[src/rtl/quad_step_decoder.sv]
// Quadrature (A/B) front end: two-flop synchronisers, per-channel glitch filters and an edge decoder.
// It produces a one-cycle step pulse and a held direction. Define QDEC_X1_MODE_EN for x1 decoding; the default is x4.
module quad_step_decoder #(
  parameter int FILT_LEN = 3,
  parameter int ERR_W    = 8
) (
  input  logic             clk,
  input  logic             reset,
  input  logic             a_in,
  input  logic             b_in,
  input  logic             enable,
  input  logic             clear_err,
  output logic             step,
  output logic             up_down,
  output logic             err,
  output logic [ERR_W-1:0] err_cnt
);

  localparam int CNT_W  = 4;
  localparam int SET_W  = 5;
  localparam int SETTLE = FILT_LEN + 3;

  typedef enum logic {INIT, TRACK} state_t;

  state_t             state, state_next;
  logic               track;
  logic [SET_W-1:0]   settle_cnt;
  logic               settle_done;
  logic [1:0]         sync_meta, sync_s;
  logic [1:0]         filt, ab_prev;
  logic [CNT_W-1:0]   filt_cnt [2];
  logic [1:0]         diff;
  logic               step_ok, dir_up, dbl;
  logic               step_event, err_event;

  // Bit 1 carries channel A and bit 0 carries channel B throughout.
  // NOTE: clocked state uses non-blocking (<=) so every flop samples pre-edge values.
  always_ff @(posedge clk or negedge reset) begin
    if (!reset) begin
      sync_meta <= '0;
      sync_s    <= '0;
    end else begin
      sync_meta <= {a_in, b_in};
      sync_s    <= sync_meta;
    end
  end

  // A channel must disagree with its filtered value for FILT_LEN consecutive samples before the filtered value follows it.
  always_ff @(posedge clk or negedge reset) begin
    if (!reset) begin
      filt        <= '0;
      filt_cnt[0] <= '0;
      filt_cnt[1] <= '0;
    end else if (!track) begin
      filt        <= sync_s;
      filt_cnt[0] <= '0;
      filt_cnt[1] <= '0;
    end else begin
      for (int i = 0; i < 2; i++) begin
        if (sync_s[i] == filt[i]) begin
          filt_cnt[i] <= '0;
        end else if (filt_cnt[i] == CNT_W'(FILT_LEN - 1)) begin
          filt[i]     <= sync_s[i];
          filt_cnt[i] <= '0;
        end else begin
          filt_cnt[i] <= filt_cnt[i] + 1'b1;
        end
      end
    end
  end

  // ab_prev tracks sync during INIT so the first TRACK cycle sees no spurious edge.
  always_ff @(posedge clk or negedge reset) begin
    if (!reset)      ab_prev <= '0;
    else if (!track) ab_prev <= sync_s;
    else             ab_prev <= filt;
  end

  assign settle_done = (settle_cnt == SET_W'(SETTLE - 1));

  always_ff @(posedge clk or negedge reset) begin
    if (!reset)                     settle_cnt <= '0;
    else if (!track && !settle_done) settle_cnt <= settle_cnt + 1'b1;
  end

  always_ff @(posedge clk or negedge reset) begin
    if (!reset) state <= INIT;
    else        state <= state_next;
  end

  // NOTE: each always_comb assigns a default first, so no path leaves a signal unassigned and no latch is inferred.
  always_comb begin
    state_next = state;
    case (state)
      INIT:    if (settle_done) state_next = TRACK;
      TRACK:   state_next = TRACK;
      default: state_next = INIT;
    endcase
  end

  always_comb begin
    track = (state == TRACK);
  end

  always_comb begin
    diff   = filt ^ ab_prev;
    dbl    = &diff;
    dir_up = ab_prev[0] ^ filt[1];
`ifdef QDEC_X1_MODE_EN
    step_ok = (^diff) && (((ab_prev == 2'b10) && (filt == 2'b11)) ||
                          ((ab_prev == 2'b11) && (filt == 2'b10)));
`else
    step_ok = ^diff;
`endif
    step_event = track && enable && step_ok;
    err_event  = track && enable && dbl;
  end

  always_ff @(posedge clk or negedge reset) begin
    if (!reset) begin
      step    <= 1'b0;
      err     <= 1'b0;
      up_down <= 1'b1;
      err_cnt <= '0;
    end else begin
      step <= step_event;
      err  <= err_event;
      if (step_event) up_down <= dir_up;
      if (clear_err)                       err_cnt <= err_event ? ERR_W'(1) : '0;
      else if (err_event && (err_cnt != '1)) err_cnt <= err_cnt + 1'b1;
    end
  end

endmodule

[config.mk]
export PLATFORM = sky130hd
export DESIGN_NAME = quad_step_decoder
export DESIGN_NICKNAME = d
export VERILOG_FILES = /design/src/rtl/quad_step_decoder.sv
export SDC_FILE = /design/constraint.sdc
export NUM_CORES = 1
export LEC_CHECK = 0
export ABC_CLOCK_PERIOD_IN_PS = 2400
export CAP_MARGIN = 10
export CORE_ASPECT_RATIO = 0.8
export CORE_MARGIN = 3
export CORE_UTILIZATION = 44
export DETAILED_ROUTE_END_ITERATION = 8
export HOLD_SLACK_MARGIN = 0.06
export PLACE_DENSITY = 0.68
export SETUP_SLACK_MARGIN = 0.5
export SLEW_MARGIN = 25
export SYNTH_ARGS = -nofsm -noshare
export SYNTH_HDL_FRONTEND = slang
export SYNTH_SLANG_ARGS = --single-unit
export TNS_END_PERCENT = 10
[constraint.sdc]
create_clock -name clk -period 2.4 [get_ports clk]
set_clock_uncertainty 0.05 [all_clocks]
set_input_delay 0.72 -clock clk [delete_from_list [all_inputs] [get_ports clk]]
set_output_delay 0.72 -clock clk [all_outputs]
set_load 0.02 [all_outputs]
==> impl_results.html, run 1 <==
<table>
<tr><th>Metric</th><th>Value</th></tr>
<tr><th colspan="2">Setup path</th></tr>
<tr><td>Cell chain of the critical path</td><td>clkdlybuf4s50_1</td></tr>
<tr><td>Largest stage delay on the critical path</td><td>0.63 ns</td></tr>
<tr><td>Slowest CP cell</td><td>clkdlybuf4s50_1</td></tr>
<tr><td>WS Path Type</td><td>register to output pin</td></tr>
<tr><td>Data required time at the worst endpoint</td><td>1.63 ns</td></tr>
<tr><td>Buffering stage count on the worst path with inverters included</td><td>1</td></tr>
<tr><td>Startpoint type of the worst setup path</td><td>register</td></tr>
<tr><td>Family with the most delay on the worst path</td><td>buffers and inverters</td></tr>
<tr><td>Critical path data arrival time</td><td>1.33 ns</td></tr>
<tr><td>Category of the worst setup path capture point</td><td>output pin</td></tr>
<tr><td>Worst-path maximum fanout</td><td>6</td></tr>
<tr><th colspan="2">STA</th></tr>
<tr><td>Shortest clock period the worst path allows after layout</td><td>2.10 ns</td></tr>
<tr><td>Final hold violations</td><td>0</td></tr>
<tr><td>Setup repair after global routing missed its margin</td><td>yes</td></tr>
<tr><td>Final cycle utilization of the critical path</td><td>87.7%</td></tr>
<tr><td>Max-slew headroom</td><td>65.4%</td></tr>
<tr><td>Least-Margin Pin Slew</td><td>0.517 ns</td></tr>
<tr><td>Achievable clock frequency</td><td>0.475 GHz</td></tr>
<tr><td>Setup violations, final</td><td>0</td></tr>
<tr><td>Number of pins exceeding their max-slew limit in the final report</td><td>0</td></tr>
<tr><td>Setup total negative slack</td><td>0 ns</td></tr>
<tr><th colspan="2">Synthesis</th></tr>
<tr><td>Number of synthesized register bits</td><td>33</td></tr>
<tr><td>Post-synthesis xor/xnor area fraction</td><td>7.70%</td></tr>
<tr><td>Area share of and/or/nand/nor cells after synthesis</td><td>16.4%</td></tr>
<tr><td>Ys async rst share</td><td>100%</td></tr>
<tr><td>Share of the synthesized area in the top cell type</td><td>54.1%</td></tr>
<tr><td>Cells after synthesis</td><td>127</td></tr>
<tr><td>Most frequently used flop master after synthesis</td><td>dfrtp_1</td></tr>
<tr><td>Largest family of logic cells by synthesized area</td><td>simple AND/OR/NAND/NOR gates</td></tr>
<tr><td>Yosys synthesis warning count</td><td>0</td></tr>
<tr><td>Post-Syn Area</td><td>1480 sq um</td></tr>
<tr><td>Sequential cell area fraction in the yosys report</td><td>55.9%</td></tr>
<tr><td>Number of different library cells in the post-synthesis netlist</td><td>34</td></tr>
<tr><td>Count of flip-flops with a built-in enable after synthesis</td><td>0</td></tr>
<tr><td>Mapped Avg Cell Area</td><td>11.6 sq um</td></tr>
<tr><td>Synthesized Nets</td><td>141</td></tr>
<tr><td>Synthesized-area fraction occupied by adder cells</td><td>6.77%</td></tr>
<tr><td>Compound-Gate Fraction of Synth Area</td><td>4.82%</td></tr>
<tr><td>Most area-consuming cells after synthesis</td><td>dfrtp_1 (54%), ha_1 (6.8%), xor2_1 (4.7%), mux2_2 (3.8%), nor2_1 (3.8%)</td></tr>
<tr><td>Post-synthesis mux area share</td><td>5.84%</td></tr>
<tr><td>Cell type with the largest total area after synthesis</td><td>dfrtp_1</td></tr>
<tr><th colspan="2">GRT</th></tr>
<tr><td>Total global routing track utilization</td><td>14.2%</td></tr>
<tr><td>Via count of the first global-routing pass</td><td>1018</td></tr>
<tr><td>Maximum number of pins on one net before global-route repair</td><td>34</td></tr>
<tr><td>GR Overflow Total</td><td>0</td></tr>
<tr><td>Wire length of the first global-routing pass</td><td>4.50 mm</td></tr>
<tr><td>Initial antenna violation count</td><td>0</td></tr>
<tr><th colspan="2">Power</th></tr>
<tr><td>Combinational group share of total power</td><td>26.0%</td></tr>
<tr><td>Power Internal</td><td>1.24 mW</td></tr>
<tr><td>Leakage component of the power</td><td>0.828 nW</td></tr>
<tr><td>Power density relative to cell area</td><td>964 nW/um^2</td></tr>
<tr><td>Total power of the final layout</td><td>1.75 mW</td></tr>
<tr><td>Switching Share</td><td>29.1%</td></tr>
<tr><td>Clk network pwr share</td><td>30.3%</td></tr>
<tr><td>P_sw</td><td>0.508 mW</td></tr>
<tr><td>Sequential share of power</td><td>43.7%</td></tr>
<tr><td>Highest ir drop seen on vdd</td><td>0.456 mV</td></tr>
<tr><th colspan="2">Final layout</th></tr>
<tr><td>Final #Nets</td><td>165</td></tr>
<tr><td>Fin util</td><td>57.5%</td></tr>
<tr><td>Area grow syn2layout</td><td>22.7%</td></tr>
<tr><td>Area of the multi-input gates</td><td>614 sq um</td></tr>
<tr><td>Share of post-route cells with drive strength above 1</td><td>13.8%</td></tr>
<tr><td>Sequential cell area</td><td>827 sq um</td></tr>
<tr><td>Number of diodes</td><td>0</td></tr>
<tr><td>Number of filler cells placed in the layout</td><td>277</td></tr>
<tr><th colspan="2">Clock tree</th></tr>
<tr><td>Number of clock sinks seen by CTS</td><td>33</td></tr>
<tr><td>Number of clock buffers inserted by TritonCTS</td><td>5</td></tr>
<tr><td>Root buffer cell</td><td>clkbuf_8</td></tr>
<tr><td>Clock transition at path regs</td><td>0.07 ns</td></tr>
<tr><td>Clock Path Buffers</td><td>2</td></tr>
<tr><td>CTS tree</td><td>done</td></tr>
<tr><td>H-Tree Depth</td><td>2</td></tr>
<tr><td>Post-CTS setup-driven buffer insertion count</td><td>0</td></tr>
<tr><td>Clock insertion delay at the later pin of the skew report</td><td>0.28 ns</td></tr>
<tr><th colspan="2">Floorplanning</th></tr>
<tr><td>Starting density of the core</td><td>46.9%</td></tr>
<tr><td>Die width</td><td>70.8 um</td></tr>
<tr><td>Core area</td><td>3150 sq um</td></tr>
<tr><td>I/O pin count</td><td>17</td></tr>
<tr><td>Die height</td><td>57.9 um</td></tr>
<tr><td>Floorplan row count</td><td>18</td></tr>
<tr><td>Area enclosed by the die boundary</td><td>4100 sq um</td></tr>
<tr><th colspan="2">Drt</th></tr>
<tr><td>Number of DRC markers after the initial detailed-route iteration</td><td>47</td></tr>
<tr><td>Met2 routed WL</td><td>1.21 mm</td></tr>
<tr><td>Number of detailed-routing iterations run before antenna repair</td><td>4</td></tr>
<tr><td>Detailed route wirelength on metal3</td><td>127 um</td></tr>
<tr><td>Via Count</td><td>989</td></tr>
<tr><td>Average wire per standard cell</td><td>12.9 um</td></tr>
<tr><td>Highest layer used for signal routing</td><td>met4</td></tr>
<tr><td>Wire length after detailed routing</td><td>2.47 mm</td></tr>
<tr><td>Antenna-violating nets left</td><td>0</td></tr>
<tr><td>Met1 wire length</td><td>1.09 mm</td></tr>
<tr><td>DRC violation count after routing</td><td>0</td></tr>
<tr><td>Routed vias/inst</td><td>5.15</td></tr>
<tr><th colspan="2">Placed design</th></tr>
<tr><td>Count of buffers inserted at the top-level ports</td><td>16</td></tr>
<tr><td>Hpwl dp</td><td>1.78 mm</td></tr>
<tr><td>GPL Wtd Cong</td><td>0.777</td></tr>
<tr><th colspan="2">Run</th></tr>
<tr><td>Max-cap violations</td><td>0</td></tr>
<tr><th colspan="2">Min path</th></tr>
<tr><td>Tightest Hold Check Type</td><td>register to register</td></tr>
<tr><th colspan="2">Outcome</th></tr>
<tr><td>Result of the run</td><td>finished clean</td></tr>
</table>
metal layers:
metal / track usage, % / up-vias
met1: 17.4 / 482
met4: 6.97 / 0
met5: 0 / -
met3: 4.51 / 4
met2: 22.9 / 23
li1: - / 480
cells by family after synthesis:
family          Yosys count
buf+inv                   8
xor+xnor                 13
compound gates           11
mux                       8
flops                    33
simple gates             46
fa+ha+maj                 8
cells in the final DEF, fill, tap and decap left out, drive strengths merged, types with 2 or more instances in the layout:
cell type,netlist,layout
inv,5,5
a21oi,3,3
ha,8,8
dlygate4sd2,0,4
xnor2,5,5
xor2,8,8
nor3,3,3
mux2,5,5
o21ai,2,2
nor2,15,15
and3,2,2
dfrtp,32,32
mux2i,3,3
nand3,5,5
clkdlybuf4s50,0,11
buf,2,4
nand4,4,4
nand2,9,9
a31oi,2,2
clkbuf,1,7
sequential cells by signal (all words and copies together) (netlist names):
register	cells
err_cnt	8
sync_meta	2
filt_cnt	8
step	1
settle_cnt	5
err	1
filt	2
ab_prev	2
sync_s	2
up_down	1
state	1
metrics by stage:
| stage | cells | hold WS, ns | cell area, sq um | setup slack, ns |
|---|---|---|---|---|
| 6_report | 192 | 0.300 | 1810 | 0.295 |
| 5_1_grt | 192 | 0.311 | 1810 | 0.238 |
| 4_1_cts | 192 | 0.299 | 1810 | 0.264 |
| 3_5_place_dp | 184 | 0.285 | 1700 | 0.0229 |
| 3_3_place_gp | 184 | 0.284 | 1700 | 0.0536 |
| 2_1_floorplan | 127 | 0.281 | 1480 | 0.517 |
final timing paths:
check	to	cells past startpoint	start	slack [ns]
hold reg to reg	sync_s[0]$_DFF_PN0_	0	sync_meta[0]$_DFF_PN0_	0.30
setup reg to reg	err_cnt[5]$_DFFE_PN0P_	6	filt[1]$_DFFE_PN0P_	0.44
max in group asynchronous	up_down$_DFFE_PN1P_	2	reset	1.19
setup / recovery	err_cnt[3]	1	err_cnt[3]$_DFFE_PN0P_	0.30
min in group asynchronous	err_cnt[0]$_DFFE_PN0P_	2	reset	0.79
hold / removal	sync_s[0]$_DFF_PN0_	0	sync_meta[0]$_DFF_PN0_	0.30
synthesized netlist by cell type, drive strengths merged, types with 4 or more instances:
library cell / instances
xor2: 8
nand3: 5
dfrtp: 32
nor2: 15
xnor2: 5
nand4: 4
inv: 5
ha: 8
nand2: 9
mux2: 5
layout make-up:
cell class / instances / share of cell area (%)
Clock buffer: 7 / 4.76
Clock inverter: 1 / 1.66
Inverter: 5 / 1.03
Multi-Input combinational cell: 86 / 33.9
Sequential cell: 33 / 45.6
Tap cell: 40 / 2.76
Timing Repair Buffer: 20 / 10.3
power groups by stage:
stage	logic (mW)	registers [mW]	clock network, mW
after floorplan	0.311	0.792	0
final	0.455	0.764	0.529
after global routing	0.518	0.780	0.579
after CTS	0.465	0.766	0.544
after detailed placement	0.471	0.777	0
after global placement	0.458	0.766	0
what timing repair did:
action,CTS,global route
endpoints found under the setup margin,15,15
pin swaps,0,0
gates resized for setup,4,1
hold buffers,0,0
No activity file was read; power rests on OpenSTA's default activity.
==> inputs of run 2 (changes only) <==
--- a/config.mk
+++ b/config.mk
@@ -6,10 +6,10 @@
 export NUM_CORES = 1
 export LEC_CHECK = 0
 export ABC_CLOCK_PERIOD_IN_PS = 2400
-export CAP_MARGIN = 10
 export CORE_ASPECT_RATIO = 0.8
 export CORE_MARGIN = 3
 export CORE_UTILIZATION = 44
+export CTS_CLUSTER_DIAMETER = 30
 export DETAILED_ROUTE_END_ITERATION = 8
 export HOLD_SLACK_MARGIN = 0.06
 export PLACE_DENSITY = 0.68
==> results of run 2 <==
The final DEF is identical to that of run 1; final timing and power are the same.
